## src/rtl/hd63701_exec_gen.sv

```systemverilog
// HD63701-style micro-op execution datapath: register file, NZVC flags, X, PC and a req/ack memory cycle.
// Optional bus timeout enabled by defining HD63701_EXEC_GEN_TIMEOUT_EN.
module hd63701_exec_gen #(
    parameter int DW       = 8,
    parameter int AW       = 16,
    parameter int NREG     = 4,
    parameter int RESET_PC = 0,
    parameter int WAIT_MAX = 15,
    localparam int RI      = $clog2(NREG)
) (
    input  logic          CLK,
    input  logic          RST_N,
    // Handshake: a micro-op transfers on a rising edge where uop_valid & uop_ready are both 1;
    // the sender holds all uop_* fields stable until then, uop_ready never depends on uop_valid.
    input  logic          uop_valid,
    output logic          uop_ready,
    input  logic [3:0]    uop_op,
    input  logic [RI-1:0] uop_rd,
    input  logic [RI-1:0] uop_rs,
    input  logic [DW-1:0] uop_imm,
    input  logic [3:0]    uop_cond,
    output logic          mem_req,
    output logic          mem_we,
    output logic [AW-1:0] mem_addr,
    output logic [DW-1:0] mem_wdata,
    input  logic [DW-1:0] mem_rdata,
    input  logic          mem_ack,
    output logic [AW-1:0] pc,
    output logic [3:0]    flags,
    output logic [AW-1:0] xreg,
    output logic          err,
    input  logic [RI-1:0] dbg_sel,
    output logic [DW-1:0] dbg_data,
    output logic          dbg_state
);
    typedef enum logic {S_IDLE = 1'b0, S_MEM = 1'b1} state_t;

    localparam logic [3:0] OP_LDI = 4'h1, OP_MOV = 4'h2, OP_ADD = 4'h3, OP_ADC = 4'h4;
    localparam logic [3:0] OP_SUB = 4'h5, OP_AND = 4'h6, OP_OR  = 4'h7, OP_XOR = 4'h8;
    localparam logic [3:0] OP_LD  = 4'h9, OP_ST  = 4'hA, OP_LDX = 4'hB, OP_BRA = 4'hC;
    localparam logic [3:0] OP_INX = 4'hD, OP_TST = 4'hE;

    state_t        state_q, state_d;
    logic [DW-1:0] regs_q [NREG];
    logic [AW-1:0] x_q, x_d, pc_q, pc_d, addr_q, addr_d;
    logic [3:0]    flags_q, flags_d;
    logic          we_q, we_d;
    logic [DW-1:0] wdata_q, wdata_d;
    logic [RI-1:0] rd_q, rd_d;
    logic          reg_we;
    logic [RI-1:0] reg_wa;
    logic [DW-1:0] reg_wd;
    logic [DW-1:0] op_a, op_b;
    logic [DW:0]   add_sum, sub_dif;
    logic          carry_in, cond_sel, taken, accept, expired;

    function automatic logic [3:0] nz_flags(input logic [DW-1:0] r, input logic c);
        return {r[DW-1], (r == '0), 1'b0, c};
    endfunction

    assign accept   = (state_q == S_IDLE) && uop_valid;
    assign op_a     = regs_q[uop_rd];
    assign op_b     = regs_q[uop_rs];
    assign carry_in = (uop_op == OP_ADC) && flags_q[0];
    assign add_sum  = {1'b0, op_a} + {1'b0, op_b} + {{DW{1'b0}}, carry_in};
    assign sub_dif  = {1'b0, op_a} - {1'b0, op_b};

    always_comb begin
        cond_sel = 1'b1;
        case (uop_cond[2:0])
            3'd1: cond_sel = flags_q[0];
            3'd2: cond_sel = flags_q[2];
            3'd3: cond_sel = flags_q[3];
            3'd4: cond_sel = flags_q[1];
            3'd5: cond_sel = flags_q[0] | flags_q[2];
            3'd6: cond_sel = flags_q[3] ^ flags_q[1];
            3'd7: cond_sel = (flags_q[3] ^ flags_q[1]) | flags_q[2];
            default: cond_sel = 1'b1;
        endcase
    end
    assign taken = cond_sel ^ uop_cond[3];

`ifdef HD63701_EXEC_GEN_TIMEOUT_EN
    localparam int TW = $clog2(WAIT_MAX + 1);
    logic [TW-1:0] cnt_q, cnt_d;
    logic          err_q, err_d;

    // Expiry on the edge ending the WAIT_MAX-th MEM cycle; an ack on that edge takes priority.
    assign expired = (state_q == S_MEM) && (cnt_q == TW'(WAIT_MAX - 1));

    always_comb begin
        cnt_d = cnt_q;
        err_d = err_q;
        if (state_q == S_MEM) begin
            cnt_d = cnt_q + 1'b1;
            if (!mem_ack && expired) err_d = 1'b1;
        end else begin
            cnt_d = '0;
        end
    end

    always_ff @(posedge CLK or negedge RST_N) begin
        if (!RST_N) begin
            cnt_q <= '0;
            err_q <= 1'b0;
        end else begin
            cnt_q <= cnt_d;
            err_q <= err_d;
        end
    end
    assign err = err_q;
`else
    assign expired = 1'b0;
    // WAIT_MAX has no effect without the timeout; referenced here only to keep it live.
    assign err     = 1'b0 & (WAIT_MAX == 0);
`endif

    always_comb begin
        state_d = state_q;
        x_d     = x_q;
        pc_d    = pc_q;
        flags_d = flags_q;
        addr_d  = addr_q;
        we_d    = we_q;
        wdata_d = wdata_q;
        rd_d    = rd_q;
        reg_we  = 1'b0;
        reg_wa  = uop_rd;
        reg_wd  = op_b;
        if (state_q == S_MEM) begin
            if (mem_ack) begin
                state_d = S_IDLE;
                if (!we_q) begin
                    reg_we  = 1'b1;
                    reg_wa  = rd_q;
                    reg_wd  = mem_rdata;
                    flags_d = nz_flags(mem_rdata, flags_q[0]);
                end
            end else if (expired) begin
                state_d = S_IDLE;
            end
        end else if (accept) begin
            pc_d = pc_q + 1'b1;
            case (uop_op)
                OP_LDI: begin reg_we = 1'b1; reg_wd = uop_imm; flags_d = nz_flags(uop_imm, flags_q[0]); end
                OP_MOV: begin reg_we = 1'b1; reg_wd = op_b; flags_d = nz_flags(op_b, flags_q[0]); end
                OP_ADD, OP_ADC: begin
                    reg_we  = 1'b1;
                    reg_wd  = add_sum[DW-1:0];
                    flags_d = {add_sum[DW-1], (add_sum[DW-1:0] == '0),
                               (op_a[DW-1] == op_b[DW-1]) && (add_sum[DW-1] != op_a[DW-1]), add_sum[DW]};
                end
                OP_SUB: begin
                    reg_we  = 1'b1;
                    reg_wd  = sub_dif[DW-1:0];
                    flags_d = {sub_dif[DW-1], (sub_dif[DW-1:0] == '0),
                               (op_a[DW-1] != op_b[DW-1]) && (sub_dif[DW-1] != op_a[DW-1]), sub_dif[DW]};
                end
                OP_AND: begin reg_we = 1'b1; reg_wd = op_a & op_b; flags_d = nz_flags(op_a & op_b, flags_q[0]); end
                OP_OR:  begin reg_we = 1'b1; reg_wd = op_a | op_b; flags_d = nz_flags(op_a | op_b, flags_q[0]); end
                OP_XOR: begin reg_we = 1'b1; reg_wd = op_a ^ op_b; flags_d = nz_flags(op_a ^ op_b, flags_q[0]); end
                OP_LD, OP_ST: begin
                    state_d = S_MEM;
                    addr_d  = x_q + AW'(uop_imm);
                    we_d    = (uop_op == OP_ST);
                    wdata_d = op_a;
                    rd_d    = uop_rd;
                end
                OP_LDX: x_d = AW'({x_q, uop_imm});
                OP_BRA: if (taken) pc_d = pc_q + AW'($signed(uop_imm));
                OP_INX: x_d = x_q + 1'b1;
                OP_TST: flags_d = nz_flags(op_a, 1'b0);
                default: ;
            endcase
        end
    end

    always_ff @(posedge CLK or negedge RST_N) begin
        if (!RST_N) begin
            state_q <= S_IDLE;
            x_q     <= '0;
            pc_q    <= AW'(RESET_PC);
            flags_q <= '0;
            addr_q  <= '0;
            we_q    <= 1'b0;
            wdata_q <= '0;
            rd_q    <= '0;
        end else begin
            state_q <= state_d;
            x_q     <= x_d;
            pc_q    <= pc_d;
            flags_q <= flags_d;
            addr_q  <= addr_d;
            we_q    <= we_d;
            wdata_q <= wdata_d;
            rd_q    <= rd_d;
        end
    end

    always_ff @(posedge CLK or negedge RST_N) begin
        if (!RST_N) begin
            for (int i = 0; i < NREG; i++) regs_q[i] <= '0;
        end else if (reg_we) begin
            regs_q[reg_wa] <= reg_wd;
        end
    end

    assign uop_ready = (state_q == S_IDLE);
    assign mem_req   = (state_q == S_MEM);
    assign mem_we    = we_q;
    assign mem_addr  = addr_q;
    assign mem_wdata = wdata_q;
    assign pc        = pc_q;
    assign flags     = flags_q;
    assign xreg      = x_q;
    assign dbg_data  = regs_q[dbg_sel];
    assign dbg_state = state_q;
endmodule

```

## config.mk

```make
export PLATFORM = sky130hd
export DESIGN_NAME = hd63701_exec_gen
export DESIGN_NICKNAME = d
export VERILOG_FILES = /design/src/rtl/hd63701_exec_gen.sv
export SDC_FILE = /design/constraint.sdc
export NUM_CORES = 1
export LEC_CHECK = 0
export BUFFER_PORTS_ARGS = -buffer_cell sky130_fd_sc_hd__buf_2
export CAP_MARGIN = 20
export CELL_PAD_IN_SITES_DETAIL_PLACEMENT = 0
export CELL_PAD_IN_SITES_GLOBAL_PLACEMENT = 2
export CORE_MARGIN = 3
export CORE_UTILIZATION = 39
export CTS_CLUSTER_SIZE = 24
export DETAILED_ROUTE_END_ITERATION = 16
export GPL_TIMING_DRIVEN = 0
export PLACE_DENSITY_LB_ADDON = 0.2
export SYNTH_ARGS = -nofsm -noshare
export SYNTH_HDL_FRONTEND = slang
export SYNTH_SLANG_ARGS = --single-unit
```

## constraint.sdc

```tcl
create_clock -name CLK -period 7.4 [get_ports CLK]
set_input_delay 2.22 -clock CLK [delete_from_list [all_inputs] [get_ports CLK]]
set_output_delay 2.22 -clock CLK [all_outputs]
set_load 0.05 [all_outputs]
```

# Word level (Yosys, flattened, before mapping)
# Index checks and enable logic that the tools add are counted.
# word_totals
wordCells	133
inputBits	34
regBits	96
output_inout_bits	73
# classes
n_reduce_logical	26
muxes	38
n_addsub	7
magnitude_cmp	5
eq_ne	27
n_bitwise	17
# op_table
operator	n
two-way mux 8 bit	11
logical NOT 8 bit	9
binary-select mux 8 bit (select 2 bit)	3
case mux 8 bit (6 select lines)	1
adder 16 x 1 -> 16 bit, second input constant	2
bitwise mux 32 bit	1
two-way mux 16 bit	2
case mux 16 bit (2 select lines)	1
case mux 4 bit (8 select lines)	1
equality test 4 bit, second input constant	7
adder 16 bit	1
adder 16 x 8 -> 16 bit	1
demux 8 bit (select 2 bit)	1
equality test 4 x 3 -> 1 bit, second input constant	4
two-way mux 4 bit	4
equality test 3 bit, second input constant	4
greater-or-equal comparator 3 bit, second input constant	4
inverter 2 -> 3 bit	4
adder 8 x 8 -> 9 bit	1
adder 9 x 1 -> 9 bit	1
two-way mux 1 bit	9
nonzero test 9 bit	1
subtractor 8 x 8 -> 9 bit	1
AND 8 bit	1
other kinds (24)	45

# Depth between registers and ports, before layout
# Gate-level depths: netlist of run 1.
# depth
ltp_word	11
mapped_depth	12
mapped_depth_nobuf	11

# Worst setup path after synthesis of run 1
# No wires, ideal clock.
# synth_timing
path_kind	in2out
startpoint	input port dbg_sel[0]
endpoint	output port dbg_data[0]
t_arrival_ns	3.364
n_path_buf	1
cell_stages	2
required_ns	5.180
slack_ns	1.816
cell_sequence	clkbuf_1 mux4_2
# synth_via
elab_chain_cells	4
# synth_lines
item	line_no	text
start: declaration	32	input logic [RI-1:0] dbg_sel,
inverter 2 -> 3 bit (not written as such)	216	assign dbg_data = regs_q[dbg_sel];
binary-select mux 8 bit (select 2 bit)	216	
two-way mux 8 bit (not written as such) (2 in a row)	216	
end: declaration	33	output logic [DW-1:0] dbg_data,
# No other way between the ends. The select of a mux whose other input is x is not followed.

# Worst setup path in the final report of run 1
# Same ends and word-level chain as after synthesis.

==> impl_metrics.json, run 1 <==
{
  "drtAntennaViolNets": 0,
  "chipHeight_um": 150,
  "fin_crit_ns": 5.83,
  "wl_met2_um": 11800,
  "p_int_w": 0.00184,
  "synthToLayoutAreaGrowth_pct": 14.2,
  "grt_pass1_vias": 7413,
  "antenna_found_initial": 0,
  "arrival_ns": 3.61,
  "io_pins": 107,
  "clockPowerShare": 0.120,
  "hold_depth": 2,
  "hpwl_um": 20500,
  "pwr-share-comb": 0.637,
  "clkTransAtPathRegs_ns": 0.07,
  "setup_viol": 0,
  "power_frac_seq": 0.243,
  "drt-met1-wl_um": 12900,
  "ctsHoldBuffers": 0,
  "switching_share": 0.535,
  "syn-num-nets": 1019,
  "viasPerCell": 5.86,
  "die_w_um": 150,
  "grt_pass1_wl_um": 42000,
  "wl_per_cell_um": 20.4,
  "worst_pin_slew_ns": 0.781,
  "diodes": 0,
  "die_area_mm2": 0.0225,
  "gr-total-overflow": 0,
  "grt_use_total": 0.239,
  "cts-buffers-inserted": 9,
  "rsz0062_at_grt": "false",
  "cts_tree": "yes",
  "clock_latency_ns": 0.36,
  "finClkSkew_ns": 0.0139,
  "start_kind": "input port",
  "synthFlopType": "dfrtp_1",
  "max_cap_violations": 0,
  "cts_sinks": 96,
  "synth_warnings": 0,
  "async_flop_share": 1.00,
  "drc": 0,
  "wirelength_um": 26900,
  "syn_area_mm2": 0.00810,
  "core_mm2": 0.0203,
  "p_leak_nw": 3.97,
  "wl_met3_um": 1760,
  "r2r_cells": 11,
  "synth.yosys.seq_area_share": 0.297,
  "fin_crit_sh": 0.788,
  "cts.htree.levels": 3,
  "power.density_mw_per_mm2": 428,
  "synth_edf_count": 0,
  "end_kind": "primary output",
  "hold_class": "reg -> reg",
  "drv_slew": 0,
  "initial_core_util": 0.399,
  "maxSlewHeadroom": 0.474,
  "setup_tns_ns": 0,
  "cts-resized-gates": 0,
  "crit_required_ns": 5.18,
  "clockBufferDepth": 2,
  "cp_max_fo": 8,
  "gp_congestion": 0.915,
  "postSynthCellCount": 931,
  "yosysUniqueCellTypes": 76,
  "drt_iter0_drc": 651,
  "fin_util": 0.456,
  "nNetsFinal": 1131,
  "hold_viol": 0,
  "clockRootBuffer": "clkbuf_16",
  "vias": 7728,
  "first_pass_iters": 5,
  "drive_gt1_frac": 0.207,
  "grt_max_degree": 52,
  "highest_layer": "met4",
  "p_sw_w": 0.00212,
  "fmax_mhz": 171,
  "io_buffers": 100,
  "ir_drop_uv": 158,
  "rows": 52,
  "ys_seq_elements": 96,
  "design_power_total_w": 0.00396,
  "critPathKind": "in -> out",
  "post_cts_buffers": 0,
  "avgSynthCellArea_um2": 8.70,
  "status": "completed"
}
[sequential cells by signal, summed over array words and instances, names as in the netlist]
signal	cells
pc	16
xreg	16
dbg_state	1
mem_wdata	8
mem_we	1
regs_q	32
mem_addr	16
rd_q	2
flags	4
[metrics by stage]
step | std cells | worst slack (ns) | hold slack [ns] | instance area, um^2
after floorplan | 931 | 1.82 | 0.482 | 8100
after global placement | 1301 | 1.44 | 0.457 | 8940
after detailed placement | 1302 | 1.50 | 0.460 | 8970
after CTS | 1318 | 1.53 | 0.479 | 9250
after global routing | 1318 | 1.44 | 0.492 | 9250
final | 1318 | 1.57 | 0.475 | 9250
[routing by layer]
layer,vias up,GRT usage
met2,282,0.372
li1,3678,-
met4,0,0.0494
met1,3735,0.352
met3,33,0.0385
met5,-,0
[logic make-up after synthesis]
kind of cell / share of synthesized area
AOI/OAI and AO/OA: 0.222
adders and majority gates: 0.0880
and+or+nand+nor: 0.179
xor gates and xnor gates: 0.0411
DFF: 0.297
buffers and inverters: 0.0504
muxes: 0.123
other: 0.000463
[cells in the mapped netlist, types with 4 or more instances]
cell type | instances | area [um^2]
a31oi_1 | 12 | 75.1
o22ai_1 | 10 | 62.6
mux4_2 | 24 | 541
a211oi_1 | 8 | 60.1
ha_1 | 49 | 613
a22oi_1 | 8 | 60.1
nand2b_1 | 14 | 87.6
o221ai_1 | 7 | 61.3
nor3_1 | 27 | 135
buf_1 | 4 | 15.0
a32oi_1 | 5 | 43.8
nand4_1 | 12 | 75.1
nand3_1 | 33 | 165
mux2_2 | 36 | 405
dfrtp_1 | 96 | 2400
a21o_1 | 10 | 75.1
nand3b_1 | 5 | 37.5
clkbuf_1 | 25 | 93.8
nor2b_1 | 11 | 68.8
fa_1 | 5 | 100
a21oi_1 | 78 | 390
or2_2 | 4 | 25.0
o21a_1 | 6 | 45.0
o31ai_1 | 4 | 30.0
xnor2_1 | 25 | 219
o211ai_1 | 6 | 45.0
o21ai_0 | 76 | 380
nor2_1 | 68 | 255
inv_1 | 47 | 176
and2_1 | 4 | 25.0
nand2_1 | 84 | 315
nor4_1 | 14 | 87.6
xor2_1 | 13 | 114
buf_2 | 17 | 85.1
buf_4 | 4 | 30.0
and3_1 | 10 | 62.6
mux2i_1 | 5 | 50.1
[worst paths after layout]
kind	startpoint	end	slack, ns
min in group asynchronous	RST_N	mem_addr[13]	1.90
max in group asynchronous	RST_N	regs_q[26]	4.80
worst max-delay path	dbg_sel[0]	dbg_data[0]	1.57
worst min register to register	mem_addr[10]	mem_addr[10]	0.48
worst min-delay path	mem_addr[10]	mem_addr[10]	0.48
worst max register to register	regs_q[0]	flags[2]	3.81
[critical path: stages]
cell and delay (ns):
clkbuf_1 0.52, mux4_2 0.63, buf_2 0.24
[power by group through the flow]
stage / Clock, W / Sequential [W] / Combinational (W)
2_1_floorplan: 0 / 0.00136 / 0.00145
3_3_place_gp: 0 / 0.000960 / 0.00250
3_5_place_dp: 0 / 0.000969 / 0.00249
4_1_cts: 0.000490 / 0.000959 / 0.00251
5_1_grt: 0.000504 / 0.000996 / 0.00274
6_report: 0.000475 / 0.000962 / 0.00252
[area by class of cell]
type | instances | area [um^2]
Fill cell | 2120 | 11000
Multi-Input combinational cell | 736 | 5290
Sequential cell | 96 | 2400
Timing Repair Buffer | 101 | 531
Tap cell | 270 | 338
Clock buffer | 9 | 225
Buffer | 50 | 224
Inverter | 49 | 184
Clock inverter | 7 | 58.8
[cells in the final DEF, fill, tap and decap left out, types with 5 or more instances in the layout]
cell,n
a21oi_1,78
o22ai_1,10
clkbuf_1,25
dfrtp_1,96
a211oi_1,8
nor4_1,14
o211ai_1,6
a31oi_1,12
a22oi_1,8
o21a_1,6
ha_1,49
nand3_1,33
clkbuf_16,9
mux2i_1,5
nand3b_1,5
buf_4,5
o21ai_0,76
nor2b_1,11
a32oi_1,5
nand4_1,12
and3_1,10
buf_2,116
xor2_1,13
nor2_1,68
nor3_1,27
fa_1,5
mux4_2,24
inv_1,47
mux2_2,36
xnor2_1,25
nand2_1,84
nand2b_1,14
a21o_1,10
o221ai_1,7
Note: power is estimated with default switching activity, not from simulation.
==> run 2, diff against run 1 <==
Settings changed: CORE_UTILIZATION 39 to 36.
Clock period 7.4 ns to 5.4 ns, I/O delays scaled along.
==> impl_metrics.json, run 2 (synthesized netlist as in run 1, its figures left out) <==
{
  "status": "completed",
  "place_ws_ns": 0.0702,
  "antenna_found_initial": 0,
  "hold_viol": 0,
  "setup_viol": 0,
  "pwr-share-comb": 0.637,
  "grt_use_total": 0.224,
  "critPathKind": "in -> reg",
  "drc": 0,
  "path_delay_family": "compound AO/OA/AOI/OAI gates",
  "fin_crit_ns": 5.11,
  "clockPowerShare": 0.122,
  "p_sw_w": 0.00291,
  "vias": 7698,
  "crit_path_cell_trace": "buf_2 > clkbuf_1 > mux4_2 > inv_1 > fa_1 > fa_1 > nand2b_1 > a21oi_1 > o31a_1 > nor3_1 > nor4_1 > a211oi_1 > a21oi_1",
  "p_leak_nw": 3.97,
  "cts.htree.levels": 3,
  "clockBufferDepth": 2,
  "fin_util": 0.422,
  "max_cap_violations": 0,
  "finClkSkew_ns": 0.0116,
  "io_pins": 107,
  "die_area_mm2": 0.0243,
  "power.density_mw_per_mm2": 587,
  "drt_iter0_drc": 633,
  "p_int_w": 0.00253,
  "max_flop_register": "regs_q",
  "drtAntennaViolNets": 0,
  "nNetsFinal": 1131,
  "critPathSlowestCell": "nor4_1",
  "drive_gt1_frac": 0.207,
  "viasPerCell": 5.80,
  "worst-path-buf-inv": 3,
  "diodes": 0,
  "crit_required_ns": 5.65,
  "placed_cells": 1312,
  "power_frac_seq": 0.241,
  "start_kind": "input port",
  "largest_reg_flops": 32,
  "grt_max_degree": 50,
  "synthToLayoutAreaGrowth_pct": 14.4,
  "cts-resized-gates": 0,
  "initial_core_util": 0.369,
  "wirelength_um": 27600,
  "timing.final.ws_setup_ns": 0.288,
  "gp_congestion": 0.878,
  "cts-buffers-inserted": 9,
  "cts_tree": "yes",
  "final_cell_mix": "buf_2 (116), dfrtp_1 (96), nand2_1 (84)",
  "ir_drop_uv": 242,
  "cp_max_fo": 10,
  "final_common_cell": "buf_2",
  "clkTransAtPathRegs_ns": 0.07,
  "drv_slew": 0,
  "end_kind": "register",
  "rows": 54,
  "fin_crit_sh": 0.947,
  "clock_latency_ns": 0.36,
  "worst_pin_slew_ns": 0.759,
  "chipHeight_um": 156,
  "core_mm2": 0.0220,
  "first_pass_iters": 7,
  "clockRootBuffer": "clkbuf_16",
  "arrival_ns": 5.36,
  "maxSlewHeadroom": 0.494,
  "grt_pass1_vias": 7531,
  "gr-total-overflow": 0,
  "hpwl_um": 20900,
  "wl_per_cell_um": 20.8,
  "switching_share": 0.535,
  "post_cts_buffers": 0,
  "rsz0062_at_grt": "false",
  "ctsHoldBuffers": 0,
  "critPathMaxStageDelay_ns": 0.55,
  "holdWs_ns": 0.471,
  "fmax_mhz": 196,
  "hold_class": "reg -> reg",
  "die_w_um": 156,
  "setup_tns_ns": 0,
  "fin_cells": 1328,
  "io_buffers": 100,
  "grt_pass1_wl_um": 42700,
  "cts_sinks": 96
}
[run 2: changes by cell type in the layout (fill, tap and decap cells not counted), sizes merged]
cell      change
clkinvlp      -1
inv           -1
clkinv        +2
[run 2: layout make-up]
| class | instances | area (um^2) |
|---|---|---|
| inverter | 49 | 184 |
| sequential | 96 | 2400 |
| multi-input combinational | 736 | 5290 |
| fill | 2234 | 12700 |
| buffer | 50 | 224 |
| timing repair buffer | 101 | 531 |
| tap | 280 | 350 |
| clock buffer | 9 | 225 |
| clock inverter | 7 | 62.6 |
[run 2: final timing paths]
kind	start	end	slack [ns]	cells after the start
max	uop_rd[1]	flags[2]	0.29	13
min	pc[15]	pc[15]	0.47	1
max reg2reg	regs_q[16]	flags[2]	1.82	11
min reg2reg	pc[15]	pc[15]	0.47	1
max in group asynchronous	RST_N	xreg[2]	3.41	2
min in group asynchronous	RST_N	mem_wdata[3]	1.29	1
[run 2: stage by stage]
| step | power [W] | cell area [um^2] |
|---|---|---|
| global route | 0.00584 | 9270 |
| finish | 0.00544 | 9270 |
| detailed placement | 0.00475 | 8980 |
| global placement | 0.00476 | 8950 |
| floorplan | 0.00386 | 8100 |
| CTS | 0.00544 | 9270 |
[run 2: power groups by stage]
stage	Combinational (W)	Sequential (W)	Clock (W)
2_1_floorplan	0.00199	0.00186	0
3_3_place_gp	0.00344	0.00132	0
3_5_place_dp	0.00342	0.00133	0
4_1_cts	0.00344	0.00131	0.000682
5_1_grt	0.00378	0.00135	0.000705
6_report	0.00346	0.00131	0.000664
[run 2: metal layers]
| metal | vias to the layer above | global-route usage | share of wire |
|---|---|---|---|
| met5 | - | 0 | 0 |
| met4 | 0 | 0.0534 | 0.018 |
| met3 | 33 | 0.0347 | 0.054 |
| met2 | 239 | 0.353 | 0.45 |
| met1 | 3759 | 0.325 | 0.48 |
| li1 | 3667 | - | - |
==> run 3, diff against run 2 <==
Settings changed: ABC_AREA set to 1, CORE_UTILIZATION 36 to 32.
==> impl_metrics.json, run 3 <==
{
  "drt_iter0_drc": 614,
  "initial_core_util": 0.330,
  "cp_max_fo": 10,
  "drc": 0,
  "hold_viol": 0,
  "synth_top_cell_area_share": 0.285,
  "gr-usage-met1": 0.337,
  "gr-usage-met3": 0.0282,
  "crit_required_ns": 5.65,
  "status": "completed",
  "max_flop_register": "regs_q",
  "start_kind": "input port",
  "avgSynthCellArea_um2": 6.40,
  "largest_reg_flops": 32,
  "synth_xor_area_frac": 0.0394,
  "fin_crit_sh": 0.881,
  "synth_area_leaders": "dfrtp_1 (28%), nand2_1 (20%), ha_1 (7.3%)",
  "fmax_mhz": 210,
  "nFillCells": 2837,
  "cts.htree.levels": 3,
  "final_cell_mix": "nand2_1 (460), inv_1 (129), nor2_1 (111), nand3_1 (111), buf_2 (103)",
  "worst_pin_slew_ns": 0.895,
  "async_flop_share": 1.00,
  "critPathCapture": "regs_q[14]",
  "top_usage_layer": "met2",
  "first_pass_iters": 5,
  "grtUsageMet2": 0.351,
  "power.density_mw_per_mm2": 463,
  "die_area_mm2": 0.0284,
  "syn-num-nets": 1406,
  "ir_drop_uv": 223,
  "yosysUniqueCellTypes": 42,
  "grt_pass1_wl_um": 50800,
  "yosys.area_share.simple": 0.357,
  "wirelength_um": 32400,
  "drv_slew": 0,
  "synthFlopType": "dfrtp_1",
  "syn_area_mm2": 0.00844,
  "rrSetupSlack_ns": 2.25,
  "finClkSkew_ns": 0.0177,
  "post_cts_buffers": 0,
  "hold_class": "reg -> reg",
  "postSynthCellCount": 1318,
  "clockRootBuffer": "clkbuf_16",
  "critPathKind": "in -> reg",
  "vias": 9084,
  "grt_use_total": 0.227,
  "cts_tree": "yes",
  "wl_per_cell_um": 18.3,
  "die_w_um": 168,
  "fin_crit_ns": 4.76,
  "rsz0062_at_grt": "false",
  "cts-resized-gates": 0,
  "core_mm2": 0.0255,
  "maxSlewHeadroom": 0.401,
  "diodes": 0,
  "synthMuxAreaShare": 0.00133,
  "drtAntennaViolNets": 0,
  "r2r_start": "regs_q[16]",
  "hpwl_um": 25500,
  "ys_seq_elements": 96,
  "nNetsFinal": 1519,
  "grt_max_degree": 76,
  "synth_largest_area_cell": "dfrtp_1",
  "synth_common_cells": "nand2_1 (460), inv_1 (129), nand3_1 (111), nor2_1 (111), dfrtp_1 (96)",
  "synth_edf_count": 0,
  "cts_sinks": 96,
  "gr-total-overflow": 0,
  "rows": 58,
  "synth_fa_ha_area_frac": 0.0845,
  "arrival_ns": 5.01,
  "antenna_found_initial": 0,
  "synth_warnings": 0,
  "viasPerCell": 5.14,
  "r2r-end": "regs_q[14]",
  "drive_gt1_frac": 0.0996,
  "final_common_cell": "nand2_1",
  "chipHeight_um": 168,
  "synthToLayoutAreaGrowth_pct": 15.1,
  "end_kind": "register",
  "setup_tns_ns": 0,
  "synth.most_common_cell": "nand2_1",
  "design_power_total_w": 0.00449,
  "clock_latency_ns": 0.36,
  "max_cap_violations": 0,
  "synth_compound_area_frac": 0.153,
  "gp_congestion": 0.911,
  "io_buffers": 101,
  "clkTransAtPathRegs_ns": 0.08,
  "ctsHoldBuffers": 0,
  "cp-startpoint": "uop_rs[0]",
  "p_leak_nw": 5.01,
  "clockBufferDepth": 2,
  "io_pins": 107,
  "synth_top_family_by_area": "simple AND/OR/NAND/NOR gates",
  "grt_pass1_vias": 8647,
  "r2r_cells": 17,
  "cts-buffers-inserted": 9,
  "synth.yosys.seq_area_share": 0.285,
  "setup_viol": 0
}
-- run 3: changes by cell type after synthesis, moves of 12 or more --
cell and change:
nand2_1 +376, o21ai_0 +15, xor2_1 +17, inv_1 +82, buf_2 -14, xnor2_1 -17, nand3_1 +78, mux2_2 -35
mux4_2 -24, nor4_1 -12, nor2_1 +43, nand2b_1 -14, a21oi_1 -12, nor3_1 -12
-- run 3: cells by family after synthesis --
kind of cell	after synthesis
XOR/XNOR	38
AO/OA/AOI/OAI	226
multiplexers	1
other	1
AND/OR/NAND/NOR	727
adder cells (fa/ha/maj)	54
flip-flops	96
buffers and inverters	175
-- run 3: final cells by class --
class                   instances  area (um^2)  area share
clock inverters                 6         90.1     0.00928
inverters                     141          537      0.0553
multi-input cells            1047         5360       0.552
clock buffers                  10          229      0.0236
plain buffers                  34          139      0.0143
repair buffers                102          539      0.0555
flip-flops and latches         96         2400       0.247
well taps                     330          413      0.0425
-- run 3: through the flow --
step,hold WS (ns),cell area (um^2),worst slack (ns),std cells,utilization
after floorplan,0.471,8440,0.752,1318,-
after global placement,0.462,9360,0.288,1749,0.366
after detailed placement,0.464,9390,0.276,1750,0.368
after CTS,0.485,9710,0.660,1766,0.380
after global routing,0.525,9710,0.368,1766,0.380
final,0.480,9710,0.644,1766,0.380
-- run 3: metal layers --
| metal | wire length [um] | vias up |
|---|---|---|
| li1 | - | 4538 |
| met1 | 16200 | 4291 |
| met2 | 14200 | 227 |
| met3 | 1490 | 28 |
| met4 | 546 | 0 |
| met5 | 0 | - |
-- run 3: where the power goes --
part / internal, W / total [W] / switching (W) / leakage, nW
sequential: 0.000950 / 0.00127 / 0.000317 / 1.20
clock: 0.000411 / 0.000753 / 0.000342 / 0.153
combinational: 0.000702 / 0.00247 / 0.00177 / 3.66
-- run 3: worst min path at each step --
stage / to / from / cells after the start / slack (ns)
after global placement: mem_addr[0] / mem_addr[0] / 2 / 0.46
after floorplan: regs_q[8] / regs_q[8] / 2 / 0.47
after CTS: mem_addr[0] / mem_addr[0] / 2 / 0.48
after detailed placement: mem_addr[0] / mem_addr[0] / 2 / 0.46
final: mem_addr[9] / mem_addr[9] / 2 / 0.48
after global routing: mem_addr[9] / mem_addr[9] / 2 / 0.52
-- run 3: worst max-delay path, cell delays in order --
cell	delay (ns)
clkbuf_1	0.21
inv_1	0.26
clkbuf_1	0.39
nand2_1	0.10
nand3_1	0.09
nand2_1	0.22
ha_1	0.35
clkbuf_1	0.32
inv_1	0.21
a21oi_1	0.31
nand3_1	0.11
nand2_1	0.07
nand2_1	0.07
nand2_1	0.06
o211ai_1	0.12
nand2_1	0.08
nand3_1	0.22
nand2_1	0.12
nand2_1	0.06
